$ cat src/rtl/fwd_stage_pipe.sv
// Producer side of the operand-forwarding path: EX/MEM/WB destination records,
// load-use bubble insertion and the data-memory load handshake.
package fwd_stage_pkg;
  typedef struct packed {
    logic        valid;
    logic [4:0]  rd;
    logic        rf_wr_en;
    logic        mem_read;
    logic [31:0] rd_data;
  } data_fwd_t;
endpackage

module fwd_stage_pipe
  import fwd_stage_pkg::*;
(
  input  logic        clk_i,
  input  logic        rst_i,
  input  logic        id_valid_i,
  input  logic [4:0]  id_rd_i,
  input  logic        id_rf_wr_en_i,
  input  logic        id_mem_read_i,
  input  logic        flush_i,
  input  logic        load_use_hazard_i,
  input  logic [31:0] ex_result_i,
  output data_fwd_t   ex_stage_o,
  output data_fwd_t   mem_stage_o,
  output logic        stall_id_o,
  output logic        dmem_req_o,
  output logic [31:0] dmem_addr_o,
  input  logic        dmem_rvalid_i,
  input  logic [31:0] dmem_rdata_i,
  output logic        wb_valid_o,
  output logic [4:0]  wb_rd_o,
  output logic [31:0] wb_data_o,
  output logic        wb_we_o
);

  localparam int DATA_W = 32;

  typedef enum logic {RUN = 1'b0, LD_WAIT = 1'b1} state_t;

  state_t state_q, state_d;

  logic              vld_p0, we_p0, ld_p0;
  logic [4:0]        rd_p0;
  logic              vld_p1, we_p1, ld_p1;
  logic [4:0]        rd_p1;
  logic [DATA_W-1:0] data_p1;
  logic              vld_p2, we_p2;
  logic [4:0]        rd_p2;
  logic [DATA_W-1:0] data_p2;

  logic advance;
  logic bubble;

  // x0 is hard-wired zero, so a write to it must never be forwarded.
  function automatic logic wr_qualify(input logic [4:0] rd, input logic we);
    return we & (rd != 5'd0);
  endfunction

  assign advance = (state_q == RUN);
  assign bubble  = flush_i | load_use_hazard_i;

  always_ff @(posedge clk_i) begin
    if (rst_i) state_q <= RUN;
    else       state_q <= state_d;
  end

  always_comb begin
    state_d = state_q;
    case (state_q)
      RUN:     if (vld_p0 && ld_p0) state_d = LD_WAIT;
      LD_WAIT: if (dmem_rvalid_i)   state_d = RUN;
      default: state_d = RUN;
    endcase
  end

  always_ff @(posedge clk_i) begin
    if (rst_i) begin
      vld_p0  <= 1'b0;
      rd_p0   <= '0;
      we_p0   <= 1'b0;
      ld_p0   <= 1'b0;
      vld_p1  <= 1'b0;
      rd_p1   <= '0;
      we_p1   <= 1'b0;
      ld_p1   <= 1'b0;
      data_p1 <= '0;
      vld_p2  <= 1'b0;
      rd_p2   <= '0;
      we_p2   <= 1'b0;
      data_p2 <= '0;
    end else if (advance) begin
      // MEM -> WB
      vld_p2  <= vld_p1;
      rd_p2   <= rd_p1;
      we_p2   <= we_p1;
      data_p2 <= data_p1;
      // EX -> MEM
      vld_p1  <= vld_p0;
      rd_p1   <= rd_p0;
      we_p1   <= we_p0;
      ld_p1   <= ld_p0;
      data_p1 <= ex_result_i;
      // ID -> EX
      if (bubble || !id_valid_i) begin
        vld_p0 <= 1'b0;
        rd_p0  <= '0;
        we_p0  <= 1'b0;
        ld_p0  <= 1'b0;
      end else begin
        vld_p0 <= 1'b1;
        rd_p0  <= id_rd_i;
        we_p0  <= wr_qualify(id_rd_i, id_rf_wr_en_i);
        ld_p0  <= id_mem_read_i;
      end
    end else begin
      // Load outstanding: WB emits nothing so the held MEM record retires once.
      vld_p2 <= 1'b0;
      if (flush_i) vld_p0 <= 1'b0;
      if (dmem_rvalid_i) begin
        data_p1 <= dmem_rdata_i;
        ld_p1   <= 1'b0;
      end
    end
  end

  assign ex_stage_o  = '{valid: vld_p0, rd: rd_p0, rf_wr_en: we_p0,
                         mem_read: ld_p0, rd_data: ex_result_i};
  assign mem_stage_o = '{valid: vld_p1, rd: rd_p1, rf_wr_en: we_p1,
                         mem_read: ld_p1, rd_data: data_p1};

  assign stall_id_o  = !advance | (load_use_hazard_i & advance);
  assign dmem_req_o  = (state_q == LD_WAIT);
  assign dmem_addr_o = data_p1;

  assign wb_valid_o  = vld_p2;
  assign wb_rd_o     = rd_p2;
  assign wb_data_o   = data_p2;
  assign wb_we_o     = vld_p2 & we_p2;

endmodule

$ cat config.mk
export PLATFORM = sky130hd
export DESIGN_NAME = fwd_stage_pipe
export DESIGN_NICKNAME = d
export VERILOG_FILES = /design/src/rtl/fwd_stage_pipe.sv
export SDC_FILE = /design/constraint.sdc
export NUM_CORES = 1
export LEC_CHECK = 0
export ABC_CLOCK_PERIOD_IN_PS = 1500
export BUFFER_PORTS_ARGS = -buffer_cell sky130_fd_sc_hd__buf_4
export CELL_PAD_IN_SITES_DETAIL_PLACEMENT = 0
export CELL_PAD_IN_SITES_GLOBAL_PLACEMENT = 1
export CORE_UTILIZATION = 31
export CTS_CLUSTER_SIZE = 30
export DETAILED_ROUTE_END_ITERATION = 8
export HOLD_SLACK_MARGIN = 0.02
export PLACE_DENSITY_LB_ADDON = 0.1
export SETUP_SLACK_MARGIN = 0.15
export SKIP_LAST_GASP = 1
export SLEW_MARGIN = 10
export SYNTH_ARGS = -nofsm -noshare
export SYNTH_HDL_FRONTEND = slang
export SYNTH_SLANG_ARGS = --single-unit
$ cat constraint.sdc
create_clock -name clk_i -period 1.5 [get_ports clk_i]
set_input_delay 0.3 -clock clk_i [delete_from_list [all_inputs] [get_ports clk_i]]
set_output_delay 0.3 -clock clk_i [all_outputs]
set_load 0.03 [all_outputs]
======== Word level (Yosys, flattened, before mapping) ========
Cells that the tools add are included.
storage, ports and cells
  register bits ........................... 88
cells by class
  reductions and logical operators ........ 5
  mux-type cells .......................... 13
  equal/unequal tests ..................... 2
  bitwise gates (word level) .............. 6
operator list
  operator                                      number
  32-bit 2-to-1 mux                             2
  1-bit 2-to-1 mux                              9
  5-bit 2-to-1 mux                              1
  5-bit nonzero test                            1
  2-bit inequality test, second input constant  2
  1-bit AND                                     3
  1-bit bitwise OR                              2
  1-bit case mux with 2 select lines            1
  2-bit OR reduction                            1
  1-bit logical AND                             1
  1-bit logical NOT                             1
  1-bit logical OR                              1
  1-bit inverter                                1

======== Logic depth before layout (Yosys ltp) ========
  word-level depth ........................ 4
  gate-level depth with buffers ........... 5

======== Worst setup path before layout ========
No wires, ideal clock.
  path type ............................... register to output
  start ................................... register state_q (netlist: dmem_req_o)
  end ..................................... output stall_id_o
  cell stages (with the launch flop) ...... 5
  path buffers ............................ 3
  data arrival time ....................... 1.313 ns
  data required time ...................... 1.200 ns
  slack ................................... -0.113 ns
  cell sequence ........................... dfxtp_1 > buf_6 > buf_2 > buf_2 > or2_2
on the way
  longest elaborated chain between the ends .. 3
RTL lines
  item                      line  source
  start: declaration        42    state_t state_q, state_d;
  start signal: assignment  66    else state_q <= state_d;
  1-bit inverter            --
  1-bit AND                 133   assign stall_id_o = !advance | (load_use_hazard_i & advance);
  1-bit bitwise OR *        133
  end: declaration          27    output logic stall_id_o,
Every way passes the cells marked *; elsewhere a longest branch is shown, timed or not.

======== Worst setup path after layout ========
Same ends and word-level chain as after synthesis.

==> summary.md <==
| Metric | Value |
|---|---|
| Post-synthesis instance area | `roughly 3900 um^2` |
| Clock root buffer | `clkbuf_16` |
| Clk slew on worst S/H paths | `about 0.06 ns` |
| Type of origin of the critical path | `register` |
| Seq cells post-synth | `88` |
| Met2 WL | `~4900 um` |
| Drc violations | `0` |
| Crit path max-delay family | `flip-flops` |
| Setup crit start | `dmem_req_o` |
| Worst EP arrival | `1.07 ns` |
| Antenna cells | `0` |
| Top FF cell, synth | `dfxtp_1` |
| Number of DRC markers in iteration 0 | `119` |
| Slew headroom | `between 70% and 80%` |
| Critical Path RT | `~1.2 ns` |
| PortBufs | `around 230` |
| H-tree levels | `3` |
| Vias post-DR | `3,237` |
| Max Cap Viol | `0` |
| GRT Total Usage | `between 10% and 20%` |
| Cell variety after synth | `23` |
| P_int | `approximately 4.2 mW` |
| Place WS | `between 0.15 and 0.2 ns` |
| Synth Area per Inst | `about 9.8 um^2` |
| DRT Wirelength | `10,400 um` |
| Area fraction in compound gates after synthesis | `7.89%` |
| Multiplexer share of the synthesized area | `between 10% and 20%` |
| Max-slew violations | `0` |
| I/O Pins | `between 200 and 250` |
| Commonest cells after routing, fill and taps aside | `234 x buf_4, 87 x dfxtp_1, 85 x nor2_1` |
| Pwr/cell area | `around 1000 nW/um^2` |
| Largest net degree at the start of global routing | `slightly below 90` |
| Pleak | `roughly 2.6 nW` |
| Nets | `about 640` |
| Main combinational cell family by area after synthesis | `multiplexers` |
| HPWL Detailed | `6830 um` |
| Worst reg-to-reg path cell count | `4` |
| CTS tree | `built` |
| Critical Path Slowest Stage Cell | `dfxtp_4` |
| Hold Worst Slack | `just over 0.2 ns` |
| Hold Buf Count CTS | `0` |
| DIE WIDTH | `~110 um` |
| Die H | `about 110 um` |
| CP Max Fanout | `5` |
| Max layer used | `met4` |
| Period utilization | `about nine tenths` |
| Post-layout min period | `1.37 ns` |
| Clock Sinks | `88` |
| EDFF count, synth | `0` |
| Most common cell after layout, fill and taps aside | `buf_4` |
| CTS max path bufs | `2` |
| VDD IR-drop max | `between 0.0005 and 0.0006 V` |
| Post-synthesis adder-cell area fraction | `0%` |
| Unrepaired setup endpoints after global routing | `true` |
| Worst Path Class, Setup | `register to output pin` |
| Number of vias per cell | `4.44` |
| Net Sw Frac | `between 20 and 30%` |
| Setup WS post-layout | `roughly 0.13 ns` |
| Initial antenna violation count | `0` |
| GPL Wtd Cong | `~0.67` |
| F_max | `about 730 MHz` |
| CTS buffer count | `9` |
| First-pass GRT wire length | `about 15,000 um` |
| Post-DRT Antenna Nets | `0` |
| # rows | `40` |
| Final setup viols | `0` |
| Skew-Pair Late Insertion Delay | `roughly 0.34 ns` |
| Setup TNS | `0 ns` |
| Clock tree skew after final layout | `around 0.0053 ns` |
| Post-synthesis sequential area ratio | `45.0%` |
| Starting Density | `between 30% and 40%` |
| Number of synthesis warnings | `0` |
| Simple-gate portion of the synthesized area | `between 10% and 20%` |
| FF-to-FF setup slack | `about 0.22 ns` |
| Core ar. | `approximately 12,000 um^2` |
| M1 WL | `4570 um` |
| Fraction of layout cells with a size suffix above 1 | `a little under half` |
| Hold path depth | `3` |
| Ys async rst share | `0%` |
| Run status | `finished, final reports clean` |
| Clock power share | `between 30 and 40%` |
| Synthesis-to-finish area growth | `46.5%` |
| Critical Path Sink Type | `output pin` |
| Post-Synth XOR/XNOR Area | `0%` |
| Gate count of the mapped netlist | `approximately 400` |
| Die area | `between 10,000 and 15,000 um^2` |
| Worst hold start | `id_rd_i[2]` |
| Initial DRT Pass Iterations | `4` |
| Routed wl met3 | `between 700 and 800 um` |
| GRT Residual Overflow | `0` |
| Sequential power share | `43.1%` |
| Reg2reg end | `dmem_req_o` |
| Logic pwr share | `between 10% and 20%` |
| Hold violation count in the final report | `0` |
| HP Class | `input pin to register` |
| Syn nets | `between 400 and 500` |
| Slew @ Worst Pin | `roughly 0.41 ns` |
| Wire per inst | `between 10 and 15 um` |
| WP buf/inv | `1` |
| Vias in the first global route | `just under 3,000` |
| Fill cells | `1,216` |
| Hold EP | `rd_p0[2]` |
| CP cell instances | `or2_4 -> buf_6` |
| Switch Pwr | `~1.6 mW` |
| Crit-path max cell delay | `0.36 ns` |
| FF-to-FF Start | `dmem_req_o` |
[synth_stat cells, types with 2 or more instances]
cell,n,share of area [%]
nand2_1,2,0.19
a21oi_1,2,0.26
buf_4,76,15
nor2_1,85,8.1
mux2i_1,77,20
dfxtp_1,88,45
buf_2,6,0.77
a22oi_1,6,1.2
clkbuf_1,10,0.96
buf_1,5,0.48
a211oi_1,32,6.1
[registers in the layout (all words and copies together) (netlist names), 5 cells and up]
name	cells
rd_p1	5
wb_data_o	32
dmem_addr_o	32
wb_rd_o	5
rd_p0	5
[cell type report]
cell class	count	area (um^2)	share of cell area [%]
tap	168	210	3.66
clock buffer	11	253	4.41
timing repair buffer	244	1980	34.5
clock inverter	3	42.5	0.742
multi-input combinational	214	1490	25.9
sequential	88	1770	30.8
inverter	1	3.75	0.0654
[per-layer routing]
layer / track usage [%] / vias to the layer above
li1: - / 1609
met1: 18.6 / 1486
met2: 24.6 / 129
met3: 4.55 / 13
met4: 7.79 / 0
met5: 0 / -
[worst min-delay path: cells and delay by family]
family / cells / cell delay, ns
AOI/OAI and AO/OA: 1 / 0.05
buffers and inverters: 1 / 0.08
and+or+nand+nor: 1 / 0.07
[through the flow]
| stage | instance area, um^2 | utilization [%] | std cells | power, mW |
|---|---|---|---|---|
| floorplan | 3940 | - | 401 | 3.25 |
| global placement | 5310 | 43.6 | 708 | 3.62 |
| detailed placement | 5310 | 43.6 | 708 | 3.63 |
| CTS | 5680 | 46.7 | 725 | 5.90 |
| global route | 5740 | 47.2 | 729 | 6.08 |
| finish | 5740 | 47.2 | 729 | 5.81 |
[worst max path at each step]
| stage | endpoint | depth (start not counted) |
|---|---|---|
| global route | stall_id_o | 2 |
| CTS | stall_id_o | 2 |
| floorplan | stall_id_o | 4 |
| finish | stall_id_o | 2 |
| detailed placement | we_p0 | 4 |
| global placement | we_p0 | 4 |
[cells by family after synthesis]
kind of cell,after synthesis
AND/OR/NAND/NOR,94
AO/OA/AOI/OAI,42
flip-flops,88
multiplexers,78
buffers and inverters,99
[power groups by stage]
| stage | logic [mW] | registers (mW) | clock network [mW] |
|---|---|---|---|
| final | 1.07 | 2.50 | 2.24 |
| after global routing | 1.13 | 2.51 | 2.44 |
| after CTS | 1.08 | 2.50 | 2.32 |
| after detailed placement | 1.08 | 2.55 | 0 |
| after global placement | 1.07 | 2.55 | 0 |
| after floorplan | 0.534 | 2.71 | 0 |
[repair_timing]
| action | 4_1_cts | 5_1_grt |
|---|---|---|
| resized for setup | 1 | 2 |
| cloned | 2 | 1 |
| setup buffers | 1 | 3 |
| setup endpoints to repair | 2 | 9 |
| hold endpoints to repair | 0 | 0 |
Power figures use the tool's default switching activity.
